## config.mk

```make
export PLATFORM = sky130hd
export DESIGN_NAME = axis_sync_join
export DESIGN_NICKNAME = d
export VERILOG_FILES = /design/src/rtl/axis_sync_join_pkg.sv /design/src/rtl/axis_pipeline_register2.sv /design/src/rtl/axis_sync_join.sv
export SDC_FILE = /design/constraint.sdc
export NUM_CORES = 1
export LEC_CHECK = 0
export CELL_PAD_IN_SITES_DETAIL_PLACEMENT = 1
export CELL_PAD_IN_SITES_GLOBAL_PLACEMENT = 1
export CORE_MARGIN = 4
export CORE_UTILIZATION = 44
export CTS_CLUSTER_DIAMETER = 150
export DETAILED_ROUTE_END_ITERATION = 8
export PLACE_DENSITY_LB_ADDON = 0.25
export SLEW_MARGIN = 25
export SYNTH_ARGS = -nofsm -noshare
export SYNTH_HDL_FRONTEND = slang
export SYNTH_HIERARCHICAL = 1
export SYNTH_SLANG_ARGS = --single-unit
```

## constraint.sdc

```tcl
create_clock -name aclk -period 5.2 [get_ports aclk]
set_clock_uncertainty 0.05 [all_clocks]
set_input_delay 1.04 -clock aclk [delete_from_list [all_inputs] [get_ports aclk]]
set_output_delay 1.04 -clock aclk [all_outputs]
set_load 0.05 [all_outputs]
```

## src/rtl/axis_sync_join_pkg.sv

```systemverilog
// Shared parameters and types for the weight/pixel stream join.
package axis_sync_join_pkg;

    localparam int COLS         = 4;
    localparam int ROWS         = 4;
    localparam int K_BITS       = 8;
    localparam int X_BITS       = 8;
    localparam int CONFIG_BEATS = 2;
    localparam int REG_SKID     = 2;

    typedef struct packed {
        logic       is_config;
        logic [2:0] tag;
    } tuser_st;

    typedef enum logic [0:0] {
        S_CFG  = 1'b0,
        S_DATA = 1'b1
    } state_e;

endpackage

```

## src/rtl/axis_pipeline_register2.sv

```systemverilog
// AXI-stream register slice; REG_TYPE=2 gives a two-entry skid stage per LENGTH.
module axis_pipeline_register2 #(
    parameter int DATA_W   = 8,
    parameter int REG_TYPE = 2,
    parameter int LENGTH   = 1
) (
    input  logic              clk_i,
    input  logic              rst_ni,
    input  logic              s_valid_i,
    output logic              s_ready_o,
    input  logic [DATA_W-1:0] s_data_i,
    output logic              m_valid_o,
    input  logic              m_ready_i,
    output logic [DATA_W-1:0] m_data_o
);

    localparam int DEPTH = LENGTH * ((REG_TYPE == 2) ? 2 : 1);
    localparam int PTR_W = (DEPTH > 1) ? $clog2(DEPTH) : 1;
    localparam int CNT_W = $clog2(DEPTH + 1);

    logic [DATA_W-1:0] mem_q [DEPTH];
    logic [PTR_W-1:0]  wr_ptr_q, wr_ptr_d;
    logic [PTR_W-1:0]  rd_ptr_q, rd_ptr_d;
    logic [CNT_W-1:0]  count_q, count_d;
    logic              push_s;
    logic              pop_s;

    function automatic logic [PTR_W-1:0] next_ptr(input logic [PTR_W-1:0] p);
        if (p == PTR_W'(DEPTH - 1)) begin
            return {PTR_W{1'b0}};
        end else begin
            return p + PTR_W'(1);
        end
    endfunction

    // A full buffer still accepts when the head leaves in the same cycle.
    assign s_ready_o = (count_q < CNT_W'(DEPTH)) || m_ready_i;
    assign m_valid_o = (count_q != {CNT_W{1'b0}});
    assign m_data_o  = mem_q[rd_ptr_q];

    // Pointer and occupancy next state
    always_comb begin
        push_s   = s_valid_i && s_ready_o;
        pop_s    = m_valid_o && m_ready_i;
        wr_ptr_d = wr_ptr_q;
        rd_ptr_d = rd_ptr_q;
        count_d  = count_q;
        if (push_s) begin
            wr_ptr_d = next_ptr(wr_ptr_q);
        end else begin
            wr_ptr_d = wr_ptr_q;
        end
        if (pop_s) begin
            rd_ptr_d = next_ptr(rd_ptr_q);
        end else begin
            rd_ptr_d = rd_ptr_q;
        end
        case ({push_s, pop_s})
            2'b10:   count_d = count_q + CNT_W'(1);
            2'b01:   count_d = count_q - CNT_W'(1);
            default: count_d = count_q;
        endcase
    end

    // Storage, pointers and occupancy registers
    always_ff @(posedge clk_i or negedge rst_ni) begin
        if (!rst_ni) begin
            wr_ptr_q <= {PTR_W{1'b0}};
            rd_ptr_q <= {PTR_W{1'b0}};
            count_q  <= {CNT_W{1'b0}};
            for (int i = 0; i < DEPTH; i++) begin
                mem_q[i] <= {DATA_W{1'b0}};
            end
        end else begin
            wr_ptr_q <= wr_ptr_d;
            rd_ptr_q <= rd_ptr_d;
            count_q  <= count_d;
            if (push_s) begin
                mem_q[wr_ptr_q] <= s_data_i;
            end
        end
    end

endmodule

```

## src/rtl/axis_sync_join.sv

```systemverilog
// Joins a weight stream (with interleaved config beats) and a pixel stream into one
// skid-buffered output stream, tracking config/data framing and flagging violations.
module axis_sync_join
    import axis_sync_join_pkg::*;
#(
    parameter int COLS         = axis_sync_join_pkg::COLS,
    parameter int ROWS         = axis_sync_join_pkg::ROWS,
    parameter int K_BITS       = axis_sync_join_pkg::K_BITS,
    parameter int X_BITS       = axis_sync_join_pkg::X_BITS,
    parameter int CONFIG_BEATS = axis_sync_join_pkg::CONFIG_BEATS
) (
    input  logic                     aclk,
    input  logic                     aresetn,
    input  logic                     s_weights_tvalid,
    output logic                     s_weights_tready,
    input  logic                     s_weights_tlast,
    input  tuser_st                  s_weights_tuser,
    input  logic [COLS*K_BITS-1:0]   s_weights_tdata,
    input  logic                     s_pixels_tvalid,
    output logic                     s_pixels_tready,
    input  logic                     s_pixels_tlast,
    input  logic [ROWS*X_BITS-1:0]   s_pixels_tdata,
    output logic                     m_axis_tvalid,
    input  logic                     m_axis_tready,
    output logic                     m_axis_tlast,
    output tuser_st                  m_axis_tuser,
    output logic [COLS*K_BITS-1:0]   m_axis_tdata_w,
    output logic [ROWS*X_BITS-1:0]   m_axis_tdata_x,
    output logic                     err_protocol,
    output logic [31:0]              beats_joined
);

    localparam int W_W    = COLS * K_BITS;
    localparam int X_W    = ROWS * X_BITS;
    localparam int DATA_W = 1 + $bits(tuser_st) + W_W + X_W;
    localparam int CNT_W  = (CONFIG_BEATS > 1) ? $clog2(CONFIG_BEATS) : 1;

    state_e              state_q, state_d;
    logic [CNT_W-1:0]    cfg_cnt_q, cfg_cnt_d;
    logic                err_q, err_d;
    logic [31:0]         beats_q, beats_d;
    logic                ready_en_q;
    logic                buf_ready_s;
    logic                is_cfg_s;
    logic                push_s;
    logic                cfg_acc_s;
    logic                data_acc_s;
    logic                viol_s;
    logic [X_W-1:0]      pix_x_s;
    logic [DATA_W-1:0]   buf_in_s;
    logic [DATA_W-1:0]   buf_out_s;

    // Handshake: config beats go alone, data beats need both streams at once
    always_comb begin
        is_cfg_s         = s_weights_tuser.is_config;
        s_weights_tready = ready_en_q && buf_ready_s && (is_cfg_s || s_pixels_tvalid);
        s_pixels_tready  = ready_en_q && buf_ready_s && !is_cfg_s && s_weights_tvalid;
        push_s           = s_weights_tvalid && s_weights_tready;
        cfg_acc_s        = push_s && is_cfg_s;
        data_acc_s       = push_s && !is_cfg_s;
        if (is_cfg_s) begin
            pix_x_s = {X_W{1'b0}};
        end else begin
            pix_x_s = s_pixels_tdata;
        end
        buf_in_s = {s_weights_tlast, s_weights_tuser, s_weights_tdata, pix_x_s};
    end

    axis_pipeline_register2 #(
        .DATA_W   (DATA_W),
        .REG_TYPE (REG_SKID),
        .LENGTH   (1)
    ) u_skid (
        .clk_i     (aclk),
        .rst_ni    (aresetn),
        .s_valid_i (push_s),
        .s_ready_o (buf_ready_s),
        .s_data_i  (buf_in_s),
        .m_valid_o (m_axis_tvalid),
        .m_ready_i (m_axis_tready),
        .m_data_o  (buf_out_s)
    );

    assign {m_axis_tlast, m_axis_tuser, m_axis_tdata_w, m_axis_tdata_x} = buf_out_s;
    assign err_protocol = err_q;
    assign beats_joined = beats_q;

    // State, counters and the post-reset ready enable
    always_ff @(posedge aclk or negedge aresetn) begin
        if (!aresetn) begin
            state_q    <= S_CFG;
            cfg_cnt_q  <= {CNT_W{1'b0}};
            err_q      <= 1'b0;
            beats_q    <= 32'd0;
            ready_en_q <= 1'b0;
        end else begin
            state_q    <= state_d;
            cfg_cnt_q  <= cfg_cnt_d;
            err_q      <= err_d;
            beats_q    <= beats_d;
            ready_en_q <= 1'b1;
        end
    end

    // Framing FSM; out-of-place beats leave state and counter untouched
    always_comb begin
        state_d   = state_q;
        cfg_cnt_d = cfg_cnt_q;
        case (state_q)
            S_CFG: begin
                if (cfg_acc_s) begin
                    if (cfg_cnt_q == CNT_W'(CONFIG_BEATS - 1)) begin
                        state_d   = S_DATA;
                        cfg_cnt_d = {CNT_W{1'b0}};
                    end else begin
                        cfg_cnt_d = cfg_cnt_q + CNT_W'(1);
                    end
                end else begin
                    state_d = state_q;
                end
            end
            S_DATA: begin
                if (data_acc_s && s_weights_tlast) begin
                    state_d = S_CFG;
                end else begin
                    state_d = state_q;
                end
            end
            default: begin
                state_d   = S_CFG;
                cfg_cnt_d = {CNT_W{1'b0}};
            end
        endcase
    end

    // Violation detection, sticky error and joined-beat counter
    always_comb begin
        viol_s = 1'b0;
        if (cfg_acc_s && (state_q == S_DATA)) begin
            viol_s = 1'b1;
        end else if (data_acc_s && ((state_q == S_CFG) || (s_pixels_tlast && !s_weights_tlast))) begin
            viol_s = 1'b1;
        end else begin
            viol_s = 1'b0;
        end
        err_d = err_q || viol_s;
        if (data_acc_s) begin
            beats_d = beats_q + 32'd1;
        end else begin
            beats_d = beats_q;
        end
    end

endmodule

```

* After elaboration in Yosys (flattened, before gate mapping)
Cells that the tools add are included.
** Storage, ports and cells
- Bits in registers :: 178
- Input port bits :: 75
** Operators by class
- Magnitude comparators :: 4
- Eq/ne operators :: 2
- Bitwise operators :: 3
- Add/subtract/negate cells :: 6
- Muxes and demuxes :: 17
- Reduce and logical (&&, ||, !) cells :: 23
** Operators with widths (count)
- $mux 69 :: 4
- $bwmux 138 :: 1
- $demux 69 s1 :: 1
- $add 32x1->32 const B :: 1
- $mux 32 :: 1
- $logic_and 1x1->1 :: 14
- $mux 1 :: 8
- $ge 2x2->1 const B :: 2
- $logic_or 1x1->1 :: 4
- $not 1->2 :: 2
- $pmux 2 s2 :: 1
- $reduce_bool 2->1 :: 2
- $add 1x1->1 const B :: 3
- $add 2x1->2 const B :: 1
- $eq 2x1->1 const B :: 1
- $eq 2x2->1 const B :: 1
- $logic_not 1->1 :: 2
- $lt 2x1->1 const B :: 1
- $lt 2x2->1 const B :: 1
- $pmux 1 s2 :: 1
- $reduce_and 2->1 :: 1
- $sub 2x1->2 const B :: 1
- $not 1->1 :: 1

* Longest topological paths before layout
Gate-level depths: netlist of run 1.
- Word-level depth :: 10
- Mapped depth :: 7
- Mapped depth without buffers :: 7

* Modules after synthesis
Netlist of run 1, hierarchy kept.
** By module, submodules not included
- axis_pipeline_register2 :: area an instance 6224.7 um^2, times used 1, cells an instance 386, seq. area each 3553.4 um^2
- axis_sync_join :: area an instance 1959.4 um^2, times used 1, cells an instance 192, seq. area each 900.9 um^2

* Worst setup path after synthesis of run 1
Ideal clock, no wire load.
- Path kind :: in2out
- Start point :: in s_weights_tuser[3] in the netlist's numbering
- End point :: out s_weights_tready
- Buffers on the path :: 2
- Data arrival time :: 2.037 ns
- Data required time :: 4.110 ns
- Stages :: 3
- Setup slack :: 2.073 ns
- Cell sequence :: clkbuf_1 clkbuf_1 o211a_1
** Between the ends
- Cells in the longest elaborated chain, start to end :: 2
** RTL lines
- from (decl) :: line axis_sync_join.sv:17 : input tuser_st s_weights_tuser,
- $logic_or 1x1->1 :: line axis_sync_join.sv:56 : s_weights_tready = ready_en_q && buf_ready_s && (is_cfg_s || s_pixels_tvalid);
- $logic_and 1x1->1 :: line axis_sync_join.sv:56
- to (decl) :: line axis_sync_join.sv:15 : output logic s_weights_tready,
No other way between the ends.

* Final worst setup path of run 1
- Start point :: in m_axis_tready
- End point :: out s_pixels_tready
** Between the ends
- Cells in the longest elaborated chain, start to end :: 4
** RTL lines
- from (decl) :: line axis_sync_join.sv:24 : input logic m_axis_tready,
- $logic_or 1x1->1 :: line axis_pipeline_register2.sv:37 : assign s_ready_o = (count_q < CNT_W'(DEPTH)) || m_ready_i;
- via buf_ready_s :: line axis_sync_join.sv:43 : logic buf_ready_s;
- $logic_and 1x1->1 (3 in series) :: line axis_sync_join.sv:57 : s_pixels_tready = ready_en_q && buf_ready_s && !is_cfg_s && s_weights_tvalid;
- to (decl) :: line axis_sync_join.sv:20 : output logic s_pixels_tready,
The timed path passes the listed nets, and every way through them passes these cells.

==> impl_metrics.env, run 1 <==
export IMPL_path_delay_family="buffers and inverters"
export IMPL_start_util_pct=45.1
export IMPL_rsz0062_at_grt="false"
export IMPL_fin_crit_sh_pct=76.3
export IMPL_ys_dominant_reg_cell="dfrtp_1"
export IMPL_worstSetupEndpoint="s_pixels_tready"
export IMPL_die_w_um=144
export IMPL_placedCellCount=957
export IMPL_slew_violations=0
export IMPL_antenna_found_initial=0
export IMPL_postRouteAntennaNets=0
export IMPL_p_leak_nw=4.66
export IMPL_hold_start="beats_joined[31]"
export IMPL_cts_setup_buffers=0
export IMPL_setup_tns_ns=0
export IMPL_path_cells="clkdlybuf4s50_1 > nand2b_4 > and4b_1 > clkdlybuf4s50_1"
export IMPL_place_gp_congestion=0.796
export IMPL_grt_pass1_vias=5933
export IMPL_synthTopCellsByCount="188 x mux2_2, 178 x dfrtp_1, 33 x nor2b_1"
export IMPL_cts_sinks=178
export IMPL_cts_tree="yes"
export IMPL_core_mm2=0.0181
export IMPL_critPathArrivalTime_ns=2.88
export IMPL_area_growth_pct=31.3
export IMPL_power_total_mw=7.11
export IMPL_wl_um=19400
export IMPL_hpwl_um=13200
export IMPL_dp_worst_setup_slack_ns=1.23
export IMPL_drtIter0Drc=149
export IMPL_io_pins=180
export IMPL_cts_resized=0
export IMPL_setup_viol=0
export IMPL_gr_total_overflow=0
export IMPL_min_path_type="register to register"
export IMPL_crit_type="input pin to primary output"
export IMPL_post_route_min_period_ns=3.97
export IMPL_die_area_mm2=0.0208
export IMPL_cp_startpoint="m_axis_tready"
export IMPL_endpoint_kind="primary output"
export IMPL_yosysMostFrequentCell="mux2_2"
export IMPL_cp_data_required_time_ns=4.11
export IMPL_p_per_area_mw_per_mm2=662
export IMPL_crit_buf_inv=2
export IMPL_final_area_mm2=0.0107
export IMPL_ctsHoldBuffers=0
export IMPL_timing_fmax_mhz=252
export IMPL_ys_ff_latch=178
export IMPL_r2r_end="u_skid/mem_q[48]"
export IMPL_outcome="finished clean"
export IMPL_grt_first_pass_wirelength_um=31000
export IMPL_finalNonFillerCells=989
export IMPL_path_clk_slew_ns=0.06
export IMPL_cp_max_fo=6
export IMPL_crit_path_start_kind="input pin"
export IMPL_synth_nets=655
export IMPL_ys_warn_count=6
export IMPL_r2r_cells=5
export IMPL_htree_levels=4
export IMPL_post_drt_via_cell_ratio=5.23
export IMPL_regToRegSetupSlack_ns=2.66
export IMPL_synthCells=578
export IMPL_cts_buffers=17
export IMPL_final_core_util_pct=59.2
export IMPL_wire_per_inst_um=19.6
export IMPL_synthTopCellsByArea="dfrtp_1 54%, mux2_2 26%, mux2_4 3.7%, nor2b_1 2.5%, xor2_1 2.5%"
export IMPL_nets=824
export IMPL_via_count=5175
export IMPL_max_slew_margin_rel_pct=30.1
export IMPL_slowest_delay_ns=0.86
export IMPL_dr_pass1_iters=4
export IMPL_synth_top_cell_area_share_pct=54.4
export IMPL_layout_setup_ws_ns=1.23
export IMPL_synthArstFlopShare_pct=100
export IMPL_irDropWorstVdd_mv=0.464
export IMPL_cpMostUsedCell="clkdlybuf4s50_1"
export IMPL_num_rows=49
export IMPL_avgSynthCellArea_um2=14.2
export IMPL_root_buffer="clkbuf_16"
export IMPL_insertion_delay_ns=0.42
export IMPL_synth_top_area_cell="dfrtp_1"
export IMPL_maxCapViolCount=0
export IMPL_syn_area_mm2=0.00818
export IMPL_place_area_mm2=0.0101
export IMPL_synth_edf_count=0
export IMPL_hold_viol=0
export IMPL_die_h_um=144
export IMPL_grt_use_total_pct=19.0
export IMPL_clock_tree_buffer_depth=2
export IMPL_tightest_slew_ns=1.05
export IMPL_drive_above_1_share_pct=34.2
export IMPL_numPortBuffers=179
export IMPL_antenna_cells=0
export IMPL_ys_seq_area_share_pct=54.4
export IMPL_cp_depth=4
export IMPL_drc=0
export IMPL_fin_hold_ws_ns=0.417
export IMPL_cp_slowest_cell="clkdlybuf4s50_1"
export IMPL_yosysUniqueCellTypes=41
export IMPL_grt_max_degree=92
export IMPL_regToRegStartpoint="u_skid/count_q[1]"
[power by group]
| group | switching (mW) | internal [mW] |
|---|---|---|
| combinational | 1.97 | 1.51 |
| sequential | 0.412 | 1.91 |
| clock | 0.548 | 0.764 |
| total | 2.93 | 4.18 |
[sequential cells by signal (all words and copies together) (netlist names)]
name and count:
state_q 1, cfg_cnt_q 1, u_skid/wr_ptr_q 1, beats_joined 32, u_skid/mem_q 138, u_skid/count_q 2, ready_en_q 1, err_protocol 1
u_skid/rd_ptr_q 1
[final cells by class]
cell class | instances | area, um^2
Clock inverter | 14 | 176
Multi-Input combinational cell | 361 | 3510
Clock buffer | 18 | 429
Timing Repair Buffer | 183 | 1860
Fill cell | 1734 | 7400
Tap cell | 229 | 287
Sequential cell | 178 | 4460
Inverter | 6 | 22.5
[worst min-delay path by stage]
stage / endpoint / slack, ns / cells after the start
global placement: beats_joined[31] / 0.40 / 1
global route: beats_joined[31] / 0.43 / 1
detailed placement: beats_joined[31] / 0.42 / 1
finish: beats_joined[31] / 0.42 / 1
CTS: beats_joined[31] / 0.42 / 1
floorplan: cfg_cnt_q / 0.40 / 1
[logic make-up (layout without fill, tap and decap cells)]
| group | after synthesis | count (layout) | synth area share [%] |
|---|---|---|---|
| muxes | 208 | 208 | 29.5 |
| DFF | 178 | 178 | 54.4 |
| and+or+nand+nor | 108 | 108 | 8.55 |
| buffers and inverters | 39 | 221 | 2.69 |
| xor gates and xnor gates | 37 | 37 | 3.96 |
| AOI/OAI and AO/OA | 5 | 5 | 0.489 |
| adders and majority gates | 2 | 2 | 0.306 |
| other | 1 | 1 | 0.0458 |
[cells in the final DEF, fill, tap and decap left out, types with 3 or more instances in the layout]
cell	synthesis	routed
bufinv_16	0	3
inv_1	6	6
xor2_1	23	23
nor2b_1	33	33
buf_12	0	3
nand2_1	10	10
and4_1	6	6
dfrtp_1	178	177
nor2_1	10	10
nor3_2	6	6
mux2_4	20	20
nand3_1	11	11
mux2_2	188	188
clkbuf_16	0	17
nor3_1	8	8
nand4_1	4	4
clkdlybuf4s50_1	0	178
inv_6	0	5
xnor2_1	14	14
[worst register-to-register path: stages (launching register included)]
cell      delay [ns]
dfrtp_1         0.43
nand2b_4        0.13
o2111a_1        0.39
and3_4          0.74
buf_12          0.30
mux2_2          0.38
[per-layer routing]
| metal | track usage (%) | share of wire [%] | vias to the layer above |
|---|---|---|---|
| met3 | 5.13 | 5.1 | 13 |
| li1 | - | - | 2356 |
| met5 | 0 | 0 | - |
| met1 | 22.2 | 41 | 2696 |
| met4 | 4.66 | 0.91 | 0 |
| met2 | 34.5 | 53 | 110 |
No activity file was read; power rests on OpenSTA's default activity.
==> run 2, diff against run 1 <==
--- a/config.mk
+++ b/config.mk
@@ -8,7 +8,7 @@
 export CELL_PAD_IN_SITES_DETAIL_PLACEMENT = 1
 export CELL_PAD_IN_SITES_GLOBAL_PLACEMENT = 1
 export CORE_MARGIN = 4
-export CORE_UTILIZATION = 44
+export CORE_UTILIZATION = 37
 export CTS_CLUSTER_DIAMETER = 150
 export DETAILED_ROUTE_END_ITERATION = 8
 export PLACE_DENSITY_LB_ADDON = 0.25
==> constraint.sdc (replaced) <==
create_clock -name aclk -period 3.4 [get_ports aclk]
set_clock_uncertainty 0.05 [all_clocks]
set_input_delay 0.68 -clock aclk [delete_from_list [all_inputs] [get_ports aclk]]
set_output_delay 0.68 -clock aclk [all_outputs]
set_load 0.05 [all_outputs]
==> run 2 against run 1 <==
Against the previous run: critical path depth decreased by 1; via count increased by 1.1%; sequential share of layout area decreased by 0.60 points; sequential cell count unchanged; highest routed layer is now met5; global-route usage decreased by 2.8 points; wire length increased by 3.1%; die area increased by 18%; first-iteration DRC count decreased by 38%; sequential power increased by 47%; largest cell class unchanged; worst hold slack got worse by 0.26 ns; combinational power increased by 58%.
==> impl_metrics.env, run 2 (synthesis gave the netlist of run 1 again) <==
export IMPL_outcome="finished clean"
export IMPL_layout_setup_ws_ns=0.232
export IMPL_slew_violations=0
export IMPL_multiInputGateArea_mm2=0.00351
export IMPL_cts_sinks=178
export IMPL_grt_pass1_vias=5864
export IMPL_die_area_mm2=0.0246
export IMPL_io_pins=180
export IMPL_p_leak_nw=4.70
export IMPL_max_slew_margin_rel_pct=61.4
export IMPL_root_buffer="clkbuf_16"
export IMPL_via_count=5232
export IMPL_drive_above_1_share_pct=34.8
export IMPL_final_common_cell="mux2_2"
export IMPL_cp_data_required_time_ns=2.67
export IMPL_setup_viol=0
export IMPL_largest_reg_flops=138
export IMPL_irDropWorstVdd_mv=0.591
export IMPL_crit_path_start_kind="register"
export IMPL_drc=0
export IMPL_hpwl_um=13600
export IMPL_clock_tree_buffer_depth=2
export IMPL_met2_usage_pct=27.4
export IMPL_htree_levels=4
export IMPL_place_gp_congestion=0.784
export IMPL_wire_per_inst_um=19.1
export IMPL_path_clk_slew_ns=0.07
export IMPL_cp_max_fo=20
export IMPL_timing_fmax_mhz=316
export IMPL_post_route_min_period_ns=3.17
export IMPL_die_h_um=157
export IMPL_fin_crit_sh_pct=93.2
export IMPL_gr_total_overflow=0
export IMPL_endpoint_kind="primary output"
export IMPL_tightest_slew_ns=0.577
export IMPL_min_path_type="input pin to asynchronous set/reset pin"
export IMPL_regMostFlops="u_skid/mem_q"
export IMPL_cts_buffers=17
export IMPL_grt_busiest_layer="met2"
export IMPL_antenna_cells=0
export IMPL_num_rows=54
export IMPL_grt_max_degree=85
export IMPL_critPathArrivalTime_ns=2.44
export IMPL_path_cells="buf_4 > mux2_2 > clkdlybuf4s50_1"
export IMPL_grt_first_pass_wirelength_um=31400
export IMPL_ctsHoldBuffers=0
export IMPL_wl_um=20000
export IMPL_use_met1_pct=20.6
export IMPL_slowest_delay_ns=0.70
export IMPL_cts_tree="yes"
export IMPL_rsz0062_at_grt="false"
export IMPL_regArea_mm2=0.00446
export IMPL_nFillCells=2166
export IMPL_p_per_area_mw_per_mm2=998
export IMPL_crit_type="register to primary output"
export IMPL_setup_tns_ns=0
export IMPL_final_core_util_pct=50.0
export IMPL_gr_usage_met3_pct=4.76
export IMPL_core_mm2=0.0218
export IMPL_dr_pass1_iters=4
export IMPL_cp_slowest_cell="clkdlybuf4s50_1"
export IMPL_start_util_pct=37.5
export IMPL_dp_worst_setup_slack_ns=0.455
export IMPL_grt_use_total_pct=16.2
export IMPL_area_growth_pct=33.2
export IMPL_insertion_delay_ns=0.42
export IMPL_cts_setup_buffers=0
export IMPL_numPortBuffers=179
export IMPL_maxCapViolCount=0
export IMPL_postRouteAntennaNets=0
export IMPL_hold_viol=0
export IMPL_die_w_um=157
export IMPL_drtIter0Drc=92
export IMPL_antenna_found_initial=1
export IMPL_cts_resized=0
export IMPL_nets=831
export IMPL_post_drt_via_cell_ratio=5.00
export IMPL_layout_cells_most_common_list="188 x mux2_2, 177 x dfrtp_1, 176 x clkdlybuf4s50_1"
## run 2: area by class of cell
| cell class | count | area share (%) |
|---|---|---|
| repair buffers | 190 | 18.1 |
| flip-flops and latches | 178 | 40.9 |
| inverters | 6 | 0.207 |
| multi-input cells | 361 | 32.2 |
| well taps | 280 | 3.21 |
| clock buffers | 21 | 4.13 |
| clock inverters | 11 | 1.19 |
## run 2: power by group
part           internal, mW  total, mW  leakage [nW]  switching, mW
combinational          2.38       5.51          2.20           3.13
sequential             2.92       3.42          2.23          0.502
clock                  1.11       1.95         0.270          0.837
## run 2: final timing paths
check,startpoint,end,slack [ns],cells past startpoint
setup / recovery,u_skid/rd_ptr_q,m_axis_tdata_w[25],0.23,3
hold / removal,aresetn,u_skid/mem_q[64],0.16,1
setup reg to reg,u_skid/count_q[1],u_skid/mem_q[19],1.30,5
hold reg to reg,cfg_cnt_q,cfg_cnt_q,0.43,1
max in group asynchronous,aresetn,u_skid/mem_q[30],2.20,2
min in group aclk,cfg_cnt_q,cfg_cnt_q,0.43,1
## run 2: critical path, delay by kind of cell, from the launching register on
family | cells | cell delay [ns]
multiplexers | 1 | 0.36
flip-flops | 1 | 0.66
buffers and inverters | 2 | 0.98
## run 2: metrics by stage
step | total power, mW | std cells | cell area [um^2] | hold WS [ns]
final | 10.9 | 1047 | 10900 | 0.162
after global routing | 11.4 | 1047 | 10900 | 0.186
after CTS | 11.0 | 1046 | 10900 | 0.177
after detailed placement | 8.98 | 1014 | 10300 | 0.419
after global placement | 8.83 | 1014 | 10300 | 0.407
after floorplan | 7.22 | 578 | 8180 | 0.334
## run 2: metal layers
layer / up-vias / part of all wire [%] / routed length [um]
met5: - / 0.065 / 13
met4: 2 / 0.74 / 147
met3: 15 / 5.1 / 1020
met2: 118 / 51 / 10100
met1: 2724 / 43 / 8660
li1: 2373 / - / -
==> run 3, diff against run 2 <==
--- a/config.mk
+++ b/config.mk
@@ -5,6 +5,7 @@
 export SDC_FILE = /design/constraint.sdc
 export NUM_CORES = 1
 export LEC_CHECK = 0
+export CAP_MARGIN = 30
 export CELL_PAD_IN_SITES_DETAIL_PLACEMENT = 1
 export CELL_PAD_IN_SITES_GLOBAL_PLACEMENT = 1
 export CORE_MARGIN = 4
==> results of run 3 <==
No change in the layout: final DEF, timing and power equal those of run 2.
